## src/rtl/line_mem_arbiter.sv

```systemverilog
// line_mem_arbiter
// Arbitrates whole-line requests from the instruction and data caches onto a
// single burst physical-memory port. Each line is moved as BEATS consecutive
// BURST_WIDTH beats, lowest beat first, and the served cache receives a
// single-cycle line response.
//
// Optional build macro: LINE_ARB_RR_EN
//   defined   - round-robin between icache and dcache, tracked by a last-served
//               flag that resets to icache; dcache write still beats dcache read.
//   undefined - fixed priority: dcache write, then dcache read, then icache read.
//
// state | meaning
// ------+-------------------------------------------------------------
// IDLE  | no burst in flight, grant evaluated every cycle
// I_RD  | burst read filling the line buffer for the icache
// D_RD  | burst read filling the line buffer for the dcache
// D_WR  | burst write draining the line buffer (dcache writeback)
// DONE  | one cycle: line response to the served cache, no grant

module line_mem_arbiter #(
    parameter int LINE_WIDTH  = 256,
    parameter int BURST_WIDTH = 64,
    parameter int OFFSET_BITS = 5
) (
    input  logic                   clk,
    input  logic                   rst,

    input  logic                   i_line_read,
    input  logic [31:0]            i_line_addr,
    output logic [LINE_WIDTH-1:0]  i_line_rdata,
    output logic                   i_line_resp,

    input  logic                   d_line_read,
    input  logic                   d_line_write,
    input  logic [31:0]            d_line_addr,
    input  logic [LINE_WIDTH-1:0]  d_line_wdata,
    output logic [LINE_WIDTH-1:0]  d_line_rdata,
    output logic                   d_line_resp,

    output logic                   pmem_read,
    output logic                   pmem_write,
    output logic [31:0]            pmem_address,
    output logic [BURST_WIDTH-1:0] pmem_wdata,
    input  logic [BURST_WIDTH-1:0] pmem_rdata,
    input  logic                   pmem_resp
);

    localparam int BEATS     = LINE_WIDTH / BURST_WIDTH;
    localparam int BEAT_BITS = (BEATS > 1) ? $clog2(BEATS) : 1;
    localparam int SLICE_LSB = $clog2(BURST_WIDTH);
    localparam int POS_BITS  = BEAT_BITS + SLICE_LSB;
    localparam logic [BEAT_BITS-1:0] LAST_BEAT = BEAT_BITS'(BEATS - 1);

    typedef enum logic [2:0] {
        IDLE = 3'd0,
        I_RD = 3'd1,
        D_RD = 3'd2,
        D_WR = 3'd3,
        DONE = 3'd4
    } state_t;

    state_t                  state_q, state_d;
    logic [BEAT_BITS-1:0]    beat_q, beat_d;
    logic [LINE_WIDTH-1:0]   buf_q, buf_d;
    logic [31:0]             addr_q, addr_d;
    logic                    rd_q, rd_d;
    logic                    wr_q, wr_d;
    logic                    iresp_q, iresp_d;
    logic                    dresp_q, dresp_d;
    // 1 when the burst in flight (or just finished) belongs to the dcache
    logic                    client_d_q, client_d_d;
`ifdef LINE_ARB_RR_EN
    // 1 when the most recently completed line went to the dcache
    logic                    last_dcache_q, last_dcache_d;
`endif

    logic                    d_any;
    logic                    pick_d;
    logic [POS_BITS-1:0]     beat_pos;
    logic [31:0]             i_aligned;
    logic [31:0]             d_aligned;
    logic                    unused_offset_bits;

    // Line offsets never reach the memory port.
    assign i_aligned = {i_line_addr[31:OFFSET_BITS], {OFFSET_BITS{1'b0}}};
    assign d_aligned = {d_line_addr[31:OFFSET_BITS], {OFFSET_BITS{1'b0}}};
    assign unused_offset_bits = ^{i_line_addr[OFFSET_BITS-1:0], d_line_addr[OFFSET_BITS-1:0]};

    assign d_any    = d_line_read | d_line_write;
    assign beat_pos = {beat_q, {SLICE_LSB{1'b0}}};

`ifdef LINE_ARB_RR_EN
    // Under contention the client that was not served last goes first.
    assign pick_d = d_any & (~i_line_read | ~last_dcache_q);
`else
    // The dcache always wins over the icache.
    assign pick_d = d_any;
`endif

    // Next-state, buffer and strobe decode for the burst sequencer.
    always_comb begin
        state_d    = state_q;
        beat_d     = beat_q;
        buf_d      = buf_q;
        addr_d     = addr_q;
        rd_d       = rd_q;
        wr_d       = wr_q;
        iresp_d    = 1'b0;
        dresp_d    = 1'b0;
        client_d_d = client_d_q;
`ifdef LINE_ARB_RR_EN
        last_dcache_d = last_dcache_q;
`endif
        case (state_q)
            IDLE: begin
                if (pick_d && d_line_write) begin
                    state_d    = D_WR;
                    wr_d       = 1'b1;
                    addr_d     = d_aligned;
                    beat_d     = '0;
                    buf_d      = d_line_wdata;
                    client_d_d = 1'b1;
                end else if (pick_d) begin
                    state_d    = D_RD;
                    rd_d       = 1'b1;
                    addr_d     = d_aligned;
                    beat_d     = '0;
                    client_d_d = 1'b1;
                end else if (i_line_read) begin
                    state_d    = I_RD;
                    rd_d       = 1'b1;
                    addr_d     = i_aligned;
                    beat_d     = '0;
                    client_d_d = 1'b0;
                end
            end
            I_RD, D_RD: begin
                if (pmem_resp) begin
                    buf_d[beat_pos +: BURST_WIDTH] = pmem_rdata;
                    beat_d = beat_q + 1'b1;
                    if (beat_q == LAST_BEAT) begin
                        state_d = DONE;
                        rd_d    = 1'b0;
                        iresp_d = ~client_d_q;
                        dresp_d = client_d_q;
                    end
                end
            end
            D_WR: begin
                if (pmem_resp) begin
                    beat_d = beat_q + 1'b1;
                    if (beat_q == LAST_BEAT) begin
                        state_d = DONE;
                        wr_d    = 1'b0;
                        dresp_d = 1'b1;
                    end
                end
            end
            DONE: begin
                state_d = IDLE;
`ifdef LINE_ARB_RR_EN
                last_dcache_d = client_d_q;
`endif
            end
            default: begin
                state_d = IDLE;
                rd_d    = 1'b0;
                wr_d    = 1'b0;
            end
        endcase
    end

    // State and registered outputs; reset abandons any partial burst.
    always_ff @(posedge clk or posedge rst) begin
        if (rst) begin
            state_q    <= IDLE;
            beat_q     <= '0;
            buf_q      <= '0;
            addr_q     <= '0;
            rd_q       <= 1'b0;
            wr_q       <= 1'b0;
            iresp_q    <= 1'b0;
            dresp_q    <= 1'b0;
            client_d_q <= 1'b0;
`ifdef LINE_ARB_RR_EN
            last_dcache_q <= 1'b0;
`endif
        end else begin
            state_q    <= state_d;
            beat_q     <= beat_d;
            buf_q      <= buf_d;
            addr_q     <= addr_d;
            rd_q       <= rd_d;
            wr_q       <= wr_d;
            iresp_q    <= iresp_d;
            dresp_q    <= dresp_d;
            client_d_q <= client_d_d;
`ifdef LINE_ARB_RR_EN
            last_dcache_q <= last_dcache_d;
`endif
        end
    end

    assign pmem_read    = rd_q;
    assign pmem_write   = wr_q;
    assign pmem_address = addr_q;
    assign pmem_wdata   = wr_q ? buf_q[beat_pos +: BURST_WIDTH] : '0;
    assign i_line_resp  = iresp_q;
    assign d_line_resp  = dresp_q;
    assign i_line_rdata = buf_q;
    assign d_line_rdata = buf_q;

endmodule

```

## config.mk

```make
export PLATFORM = sky130hd
export DESIGN_NAME = line_mem_arbiter
export DESIGN_NICKNAME = d
export VERILOG_FILES = /design/src/rtl/line_mem_arbiter.sv
export SDC_FILE = /design/constraint.sdc
export NUM_CORES = 1
export LEC_CHECK = 0
export BUFFER_PORTS_ARGS = -buffer_cell sky130_fd_sc_hd__buf_2
export CAP_MARGIN = 0
export CORE_AREA = 5 5 389 391
export DETAILED_ROUTE_END_ITERATION = 8
export DIE_AREA = 0 0 394 396
export PLACE_DENSITY = 0.35
export SYNTH_ARGS = -nofsm -noshare
export SYNTH_HDL_FRONTEND = slang
export SYNTH_SLANG_ARGS = --single-unit
```

## constraint.sdc

```tcl
create_clock -name clk -period 9.7 [get_ports clk]
set_clock_uncertainty 0.2 [all_clocks]
set_input_delay 0.97 -clock clk [delete_from_list [all_inputs] [get_ports clk]]
set_output_delay 0.97 -clock clk [all_outputs]
set_load 0.05 [all_outputs]
```

**Word level (Yosys, flattened, before mapping)**

Cells that the tools add are included.

- Logic and storage cells: 86
- RAM bits: 0
- Register bits: 298
- Latch bits: 0
- Memory bits (read-only): 0
- Memories: 0

- Multiply operators: 0
- Shift-type cells: 3
- Equal/unequal tests: 15
- Muxes and demuxes: 38
- Order comparisons: 0
- Add/subtract/negate cells: 2
- Bitwise operators: 4
- Divide/modulo/power cells: 0
- Reduce and logical (&&, ||, !) cells: 15

Operators with widths:

| cell | number |
|---|---|
| $mux 256 | 2 |
| $pmux 256 s2 | 1 |
| $bwmux 256 | 1 |
| $shift 64x10->256 const A | 1 |
| $shiftx 256x9->64 | 1 |
| $shiftx 64x10->256 | 1 |
| $mux 32 | 3 |
| $mux 64 | 1 |
| $mux 1 | 16 |
| $mux 3 | 5 |
| $ne 2x2->1 const B | 6 |
| $neg 8->10 | 1 |
| $reduce_and 3->1 | 3 |
| $mux 2 | 4 |
| $eq 3x2->1 const B | 2 |
| $pmux 1 s3 | 2 |
| $pmux 3 s2 | 1 |
| $reduce_or 3->1 | 2 |
| $reduce_and 5->1 | 1 |
| $ne 2x1->1 const B | 2 |
| $ne 4x4->1 const B | 1 |
| $pmux 2 s2 | 1 |
| $reduce_and 4->1 | 1 |
| $reduce_bool 2->1 | 2 |
| 13 further kinds | 16 |

**Longest topological paths before layout**

Gate-level depths: netlist (run 1).

- Depth after elaboration: 5
- Depth in mapped cells: 12

**Worst setup path before layout (run 1)**

Ideal clock, no wire load.

- Kind: register to output
- From: register beat_q[0]
- To: output port pmem_wdata[58]
- Path slack: 6.697 ns
- Cell stages (with the launch flop): 6
- Data arrival time: 1.833 ns
- Path buffers: 3
- Cell sequence: dfrtp_1 > buf_2 > buf_2 > buf_4 > mux4_2 > and2_1

- Longest elaborated chain between the ends: 2

Ends and longest elaborated chain:

| what | line | text |
|---|---|---|
| start: declaration | 63 | `logic [BEAT_BITS-1:0] beat_q, beat_d;` |
| start signal: assignment | 190 | `beat_q <= beat_d;` |
| $shiftx 256x9->64 | 207 | `assign pmem_wdata = wr_q ? buf_q[beat_pos +: BURST_WIDTH] : '0;` |
| $mux 64 | 207 |  |
| end: declaration | 43 | `output logic [BURST_WIDTH-1:0] pmem_wdata,` |

Every way passes these cells.

**Worst setup path in the final report (run 1)**

- From: register beat_q[1]
- To: register buf_q[116] (netlist: d_line_rdata[116])

- Longest elaborated chain between the ends: 5
- Elaborated cells on any way between the ends: 6

Ends and longest elaborated chain:

| what | line | text |
|---|---|---|
| $neg 8->10 * | 139 | `buf_d[beat_pos +: BURST_WIDTH] = pmem_rdata;` |
| $shiftx 64x10->256 / $shift 64x10->256 (equally long branches) | 139 |  |
| $bwmux 256 * | 139 |  |
| $mux 256 * | 138 | `if (pmem_resp) begin` |
| $pmux 256 s2 * | 114 | `case (state_q)` |
| end signal: assignment | 191 | `buf_q <= buf_d;` |
| end: declaration | 64 | `logic [LINE_WIDTH-1:0] buf_q, buf_d;` |

Every way passes the cells marked *; elsewhere a longest branch is shown, timed or not. The select of a mux whose other input is x is not followed.
A chain may end at the register's enable or synchronous reset.

==> results.md, run 1 <==
* Cells after Synth at 2,061
* Setup crit start: beat_q[1]
* Hold slack at 0.251 ns
* R2R Setup Slk at about 5.1 ns
* Slew at the pin closest to its max-slew limit at 1.10 ns
* CTS tree: yes
* Initial antenna violation count at 29
* Cts bufs inserted at 42
* Iter 0 DRT Violations at between 1,000 and 1,500
* Synth area leader: dfrtp_1
* GRT busiest layer: met2
* Slew Limit Fails at 0
* Synth top area share at 38.9%
* Most frequent cells after synthesis: a21oi_1, buf_4, dfrtp_1, nor2_1, nor4b_1
* Mapped cell area at roughly 0.019 mm2
* Syn avg cell area at 9.15 um2
* Worst-case reg-to-reg path depth at 8
* M2 GR Usage at 22.5%
* Routed len/inst at 23.5 um
* CP required at 9.99 ns
* Core Box Area at between 0.1 and 0.15 mm2
* Slew headroom at ~26%
* Total gr overflow at 0
* Layout area overhead at 33.4%
* RSZ-0062 raised after global routing: false
* Outcome: completed
* Antenna-violating nets left at 0
* Vias at 18,646
* Resized Gates After CTS at 0
* Met3 Use GR at approximately 3.1%
* Crit-path max FO at 40
* HPWL Detailed at 80.6 mm
* CTS max path bufs at 3
* Post-synth EDFFs at 0
* Pre-Repair DR Iteration Count at 5
* Synth Flop Type: dfrtp_1
* Number of setup violations in the final report at 0
* Clock-pin slew on the worst setup and hold paths at about 0.060 ns
* Clock H-tree levels at 2
* Starting Density at 12.8%
* Largest net degree at the start of global routing at 128
* Worst hold path type: in2async
* Top cells by area, synth: dfrtp_1, a21oi_1, nor4b_1
* Fin util at 17.1%
* Post-CTS setup buffers at 0
* Final hold vios at 0
* Worst reg2reg path endpoint: d_line_rdata[116]
* CP Capture Point: d_line_rdata[116]
* Drt drc at 0
* Clk sink count at 293
* M1 GR Usage at 16.3%
* Share of layout cells above drive strength 1 at 43.4%
* First-pass GRT wire length at approximately 150 mm
* Reg2Reg Launch Point: beat_q[1]
* # IOs at 1,002
* Critical Path Source Type: flop
* GPL Wtd Cong at 0.784
* Die width at 394 um
* Unique masters post-synth at 32
* Most frequent cell after synthesis: a21oi_1
* Total Routing Usage GR at 13.1%
* Die Height at around 400 um
* Period Utilization, post-route at about 47%
* Vias in the first global route at 18,507
* CTS Root Cell: clkbuf_16
* CTS Hold Bufs at 0
* Final Routed Wirelength at 109 mm
* Post-synthesis sequential area ratio at between 30% and 40%
* Clock period minus worst slack at 4.60 ns
* # nets final at 3,057
* CP Class: reg2reg
* Die area at 0.156 mm2
* Via density at 4.02
* Fmax at around 220 MHz
* #FFs+latches synth at 293
* Maxcap violations at 0
* Sum of negative setup slack at 0 ns
* Ys Warns at 0
* Crit path DAT at just under 5 ns
* Worst skew pair latency at 0.58 ns
* Post-synth ARST share at 100%
* Row count at 141
* CP Capture Type: flop
* Buffers on Ports at between 900 and 1,000
-- stage by stage --
step,std cells,cell area (um2),worst slack [ns]
after floorplan,2065,18900,0.439
after global placement,4548,23700,5.04
after detailed placement,4548,23700,4.95
after CTS,4623,25100,4.94
after global routing,4630,25100,4.83
final,4637,25200,5.10
-- per-layer routing --
metal | part of all wire (%) | wire, um
met1 | 41 | 45100
met2 | 49 | 53400
met3 | 6.6 | 7180
met4 | 2.9 | 3140
met5 | 0.091 | 99
-- critical path: stages, from the launching register on --
cell      delay (ns)
dfrtp_4         0.85
buf_4           0.72
inv_1           0.19
ha_1            0.47
nand4b_1        0.67
buf_4           0.53
nor4b_1         0.35
a21oi_1         0.15
a21oi_1         0.20
-- worst min path at each step --
| stage | endpoint | slack [ns] | cells after the start |
|---|---|---|---|
| after floorplan | i_line_resp | 0.25 | 1 |
| after global placement | i_line_resp | 0.30 | 1 |
| after detailed placement | i_line_resp | 0.29 | 1 |
| after CTS | pmem_address[25] | 0.24 | 2 |
| after global routing | pmem_address[25] | 0.26 | 2 |
| final | pmem_address[26] | 0.25 | 2 |
-- registers in the layout, indices dropped and copies added (netlist names) --
name / cells
beat_q: 2
state_q: 3
i_line_resp: 1
pmem_write: 1
d_line_resp: 1
pmem_address: 27
client_d_q: 1
d_line_rdata: 256
pmem_read: 1
-- area by class of cell --
type	instances	area (um2)
diodes	14	35.0
clock buffers	65	1290
clock inverters	10	110
fillers	16768	122000
inverters	5	26.3
multi-input cells	1298	8680
flip-flops and latches	293	7350
well taps	1930	2410
repair buffers	1022	5260
-- cells in the final DEF (no fill, tap or decap), types with 6 or more instances in the layout --
master     Yosys  layout
a21oi_1      543     543
and2_1        64      64
buf_2         72     986
buf_4        295      32
clkbuf_1      95       9
clkbuf_16      0      43
clkbuf_8       0      13
dfrtp_1      293     289
diode_2        0      14
mux2i_1       27      27
mux4_2        64      64
nand2_1        8       8
nand4b_1       9       9
nor2_1       287     287
nor4b_1      256     256
o21ai_0        6       6
-- cell families after synthesis --
group                      synth area share (%)
AOI/OAI and AO/OA                          15.0
xor gates and xnor gates                 0.0863
adders and majority gates                 0.332
buffers and inverters                      15.8
DFF                                        38.9
muxes                                      9.08
other                                    0.0199
and+or+nand+nor                            20.8
Power of run 1 is not shown: default switching activity piles up to over one toggle a cycle in this logic, so the estimate is an artifact.
==> run 2, diff against run 1 <==
- clock period: 9.7 -> 4.1 ns (I/O delays scaled with it)
==> run 2 against run 1 <==
  * Register-to-register slack lost 4.2 ns
  * Clock-buffer cell count is 4 lower
  * Hold slack worse by 0.18 ns
  * Utilization is 2.6 points higher
  * First-iteration DRC count down 14%
  * Flip-flop and latch count did not move
  * Die area unchanged
  * Critical endpoint is now pmem_wdata[19]
  * Highest routed layer unchanged
==> results.md, run 2 (synthesis gave the netlist of run 1 again) <==
* # IOs at 1,002 (unchanged)
* Period Utilization, post-route at ~83%
* Initial antenna violation count at 19 (-34%)
* Routed len/inst at 22.9 um (-2.7%)
* Most frequent cells in the layout: buf_2, a21oi_1, dlygate4sd3_1
* RSZ-0062 raised after global routing: false
* Layout area overhead at 53.3%
* CTS max path bufs at 3 (unchanged)
* Maxcap violations at 0 (unchanged)
* Met3 Use GR at 2.56% (-0.57 points)
* Die area at 0.156 mm2 (unchanged)
* Number of setup violations in the final report at 0 (unchanged)
* Slew Limit Fails at 0 (unchanged)
* Sum of negative setup slack at 0 ns (unchanged)
* Cts bufs inserted at 43 (+2.4%)
* Share of layout cells above drive strength 1 at 39.5% (-3.9 points)
* Worst Slack Setup Final at 0.695 ns (-4.41 ns)
* # nets final at 3,412 (+12%)
* Pre-Repair DR Iteration Count at 6 (+1)
* M1 GR Usage at 18.1% (+1.9 points)
* Row count at 141 (unchanged)
* Largest net degree at the start of global routing at 108 (-16%)
* Crit path DAT at 2.80 ns (-2.08 ns)
* Crit-path max FO at 33 (-18%)
* CTS tree: yes
* First-pass GRT wire length at 160 mm (+6.7%)
* CP Class: reg2out
* Resized Gates After CTS at 0 (unchanged)
* Die width at 394 um (unchanged)
* Commonest non-fill, non-tap cell in the layout: buf_2
* Vias in the first global route at 20,625 (+11%)
* Final Routed Wirelength at 114 mm (+4.6%)
* HPWL Detailed at 83.2 mm (+3.2%)
* M2 GR Usage at 23.9% (+1.5 points)
* Clock period minus worst slack at 3.41 ns
* Via density at 4.00 (-0.62%)
* Vias at 19,926 (+6.9%)
* CTS Root Cell: clkbuf_16
* Worst skew pair latency at 0.60 ns (+0.02 ns)
* GRT busiest layer: met2
* Total gr overflow at 0 (unchanged)
* Clock H-tree levels at 2 (unchanged)
* Post-Layout Cell Count at 4,986 (+7.5%)
* Post-Place Worst Slack at 1.27 ns (-3.68 ns)
* Clk sink count at 293 (unchanged)
* Total Routing Usage GR at 13.9% (+0.77 points)
* Fin util at 19.6% (+2.6 points)
* CP Capture Type: output port
* Core Box Area at 0.147 mm2 (unchanged)
* Buffers on Ports at 986 (unchanged)
* Fmax at 294 MHz
* Slew headroom at 40.0% (+14 points)
* Final hold vios at 0 (unchanged)
* Outcome: completed
* Inst Count DP at 4,581 (+0.73%)
* Slew at the pin closest to its max-slew limit at 0.900 ns (-0.198 ns)
* Starting Density at 12.8% (unchanged)
* Post-CTS setup buffers at 0 (unchanged)
* Clock-pin slew on the worst setup and hold paths at 0.06 ns (about the same)
* Iter 0 DRT Violations at 1,160 (-14%)
* Number of flip-flops in the largest register at 256 (unchanged)
* Antenna-violating nets left at 0 (unchanged)
* Critical Path Source Type: flop
* Drt drc at 0 (unchanged)
* CP required at 3.49 ns (-6.50 ns)
* Worst hold path type: in2reg
* GPL Wtd Cong at 0.791 (+0.89%)
* Die Height at 396 um (unchanged)
-- run 2: cell count changes in the layout (fill, tap and decap cells not counted), sizes merged --
| cell | previous run | this run |
|---|---|---|
| clkbuf | 65 | 61 |
| bufinv | 2 | 4 |
| clkinvlp | 1 | 2 |
| clkinv | 6 | 7 |
| inv | 6 | 5 |
| dlygate4sd3 | 0 | 321 |
| buf | 1022 | 1055 |
| diode | 14 | 10 |
-- run 2: layer usage --
layer,vias up,wire length (um)
li1,9075,-
met1,9961,49700
met2,773,55700
met3,115,6250
met4,2,2310
met5,-,17
-- run 2: worst max-delay path, cell delays in order (launching register included) --
cell and delay, ns:
dfrtp_4 0.44, buf_4 0.61, mux4_2 0.66, and2_1 0.19
buf_2 0.22
-- run 2: final timing paths --
| kind | cells after the start | slack [ns] | endpoint | startpoint |
|---|---|---|---|---|
| max | 4 | 0.69 | pmem_wdata[19] | beat_q[1] |
| min | 4 | 0.07 | d_line_rdata[159] | pmem_rdata[31] |
| max reg2reg | 8 | 0.94 | d_line_rdata[218] | beat_q[0] |
| min reg2reg | 1 | 0.31 | i_line_resp | client_d_q |
| max in group asynchronous | 5 | 2.34 | d_line_rdata[0] | rst |
| min in group asynchronous | 3 | 0.35 | d_line_rdata[2] | rst |
-- run 2: cell type report --
| cell class | count | area [um2] |
|---|---|---|
| well taps | 1930 | 2410 |
| clock buffers | 61 | 1250 |
| inverters | 5 | 22.5 |
| fillers | 16521 | 118000 |
| flip-flops and latches | 293 | 7350 |
| multi-input cells | 1298 | 8680 |
| repair buffers | 1376 | 8980 |
| clock inverters | 13 | 190 |
| diodes | 10 | 25.0 |
-- run 2: repair_timing --
item,in CTS,in global routing
endpoints found under the hold margin,305,0
endpoints found under the setup margin,0,0
hold buffers,321,0
-- run 2: metrics by stage --
| stage | instance area [um2] | hold WS, ns |
|---|---|---|
| after floorplan | 18900 | 0.251 |
| after global placement | 24200 | 0.299 |
| after detailed placement | 24200 | 0.290 |
| after CTS | 28900 | 0.0000800 |
| after global routing | 28900 | 0.0245 |
| final | 28900 | 0.0701 |
Power of run 2 is left out for the same reason.
==> run 3, diff against run 2 <==
- clock period: 4.1 -> 2.9 ns (I/O delays scaled with it)
==> run 3 against run 2 <==
  * Non-clock buffer count rose by 112
  * Critical path depth is 2 higher
  * Die area stayed put
  * Critical endpoint is now pmem_wdata[39]
  * Flip-flop and latch count did not move
  * Via count increased by 2.8%
  * Hold slack improved by 0.050 ns
  * Setup slack lost 0.65 ns
  * Global-route usage up 0.35 points
  * Register-to-register slack lost 0.82 ns
==> results.md, run 3 (synthesis gave the netlist of run 1 again) <==
* Fmax at ~350 MHz
* Critical path's largest stage delay at 0.51 ns (-0.15 ns)
* Largest net degree at the start of global routing at 76 (-30%)
* Crit-path cells: buf_12 > buf_12 > buf_16 > mux4_2 > and2_1 > buf_2
* Total Routing Usage GR at 14.3% (+0.35 points)
* Starting Density at 12.8% (unchanged)
* CP Class: reg2out
* Antenna-violating nets left at 0 (unchanged)
* CP required at 2.41 ns (-1.08 ns)
* Number of setup violations in the final report at 0 (unchanged)
* Number of flip-flops in the largest register at 256 (unchanged)
* Via density at 4.02 (+0.57%)
* CP Capture Type: output port
* Worst reg2reg path endpoint: d_line_rdata[12]
* Post-Layout Cell Count at 5,094 (+2.2%)
* Final Routed Wirelength at 117 mm (+2.8%)
* Worst-case reg-to-reg path depth at 9 (+1)
* First-pass GRT wire length at 164 mm (+2.8%)
* Row count at 141 (unchanged)
* Routed len/inst at 23.0 um (+0.67%)
* Share of layout cells above drive strength 1 at 41.2% (+1.7 points)
* Slew headroom at 58.9% (+19 points)
* Slowest stage cell, crit path: mux4_2
* Clock H-tree levels at 2 (unchanged)
* Fillers at 16,384 (-0.83%)
* Cts bufs inserted at 42 (-2.3%)
* Crit-path leading delay family: buffers and inverters
* Clock period minus worst slack at between 2 and 3 ns
* Reg2Reg Launch Point: beat_q[1]
* GPL Wtd Cong at 0.789 (-0.21%)
* Register area at 0.00735 mm2 (unchanged)
* Critical Path Source Type: flop
* Initial antenna violation count at 9 (-10)
* Crit-path max FO at 8 (-76%)
* RSZ-0062 raised after global routing: true
* Worst skew pair latency at 0.60 ns (about the same)
* Fin util at 20.9% (+1.3 points)
* Iter 0 DRT Violations at 1,124 (-3.1%)
* Clk sink count at 293 (unchanged)
* Final hold vios at 0 (unchanged)
* CTS tree: yes
* Clock-pin slew on the worst setup and hold paths at 0.06 ns (about the same)
* Buffers on Ports at 986 (unchanged)
* Buf+Inv Stages, Crit Path at 4 (+2)
* Die width at 394 um (unchanged)
* Most frequent CP cell: buf_12
* Vias at 20,474 (+2.8%)
* Total gr overflow at 0 (unchanged)
* Inst Count DP at 4,609 (+0.61%)
* Slew at the pin closest to its max-slew limit at 0.616 ns (-0.283 ns)
* Outcome: completed
* Layout area overhead at 63.1%
* Worst hold path type: in2async
* CTS max path bufs at 3 (unchanged)
* Die area at 0.156 mm2 (unchanged)
* Most frequent cells in the layout: buf_2, a21oi_1, dlygate4sd3_1
* CTS Root Cell: clkbuf_16
* Crit path DAT at 2.36 ns (-0.44 ns)
* Vias in the first global route at 21,143 (+2.5%)
* Core Box Area at 0.147 mm2 (unchanged)
* Die Height at 396 um (unchanged)
* Maxcap violations at 0 (unchanged)
* Setup crit start: beat_q[0]
* Commonest non-fill, non-tap cell in the layout: buf_2
* Slew Limit Fails at 0 (unchanged)
* Drt drc at 0 (unchanged)
* Multi-input gate area at 0.00882 mm2 (+1.6%)
* # nets final at 3,523 (+3.3%)
* HPWL Detailed at 85.2 mm (+2.4%)
* # IOs at 1,002 (unchanged)
* Period Utilization, post-route at 98.4%
* Pre-Repair DR Iteration Count at 5 (-1)
* R2R Setup Slk at 0.12 ns (-0.82 ns)
==> run 3: final cells by class <==
type | instances | area share [%]
Tap cell | 1930 | 7.85
Clock inverter | 18 | 0.578
Timing Repair Buffer | 1488 | 35.0
Clock buffer | 57 | 3.93
Inverter | 5 | 0.0732
Multi-Input combinational cell | 1298 | 28.7
Antenna cell | 5 | 0.0407
Sequential cell | 293 | 23.9
==> run 3: stage by stage <==
stage               hold WS (ns)  worst slack (ns)  cell area (um2)  setup TNS, ns
CTS                        0.104           -0.0970            30600          -2.37
global placement           0.205             0.328            24600              0
floorplan                  0.251             -1.48            18900        -433.39
detailed placement         0.199             0.339            24600              0
finish                     0.120            0.0473            30800              0
global route               0.108           -0.0825            30700         -0.743
==> run 3: how the worst max path moves through the flow <==
stage,to,slack [ns],cells after the start
floorplan,beat_q[0],-1.48,1
finish,pmem_wdata[39],0.05,6
detailed placement,d_line_rdata[174],0.34,7
global placement,d_line_rdata[91],0.33,8
global route,pmem_wdata[39],-0.08,6
CTS,pmem_wdata[39],-0.1,5
==> run 3: per-layer routing <==
metal  part of all wire [%]  GRT usage, %  wire length (um)  vias to the layer above
met2                     49          24.9             58000                      809
met3                    4.9          2.24              5760                       99
met1                     44          18.6             51500                    10287
met4                    1.7          2.88              2050                        0
li1                       -             -                 -                     9279
met5                      0             0                 0                        -
==> run 3: timing repair <==
action,CTS,global route
cloned,7,1
setup endpoints to repair,60,82
gates resized for setup,128,37
setup buffers,14,3
hold buffers,382,0
hold endpoints to repair,319,0
==> run 3: worst reg2reg max path, cell delays in order, from the launching register on <==
cell and delay, ns:
dfrtp_4 0.52, buf_12 0.15, buf_12 0.14, inv_1 0.10, ha_2 0.33, nand4bb_4 0.26, buf_4 0.28, nor4b_1 0.49
a21oi_1 0.07, a21oi_1 0.15
Power of run 3 is left out for the same reason.
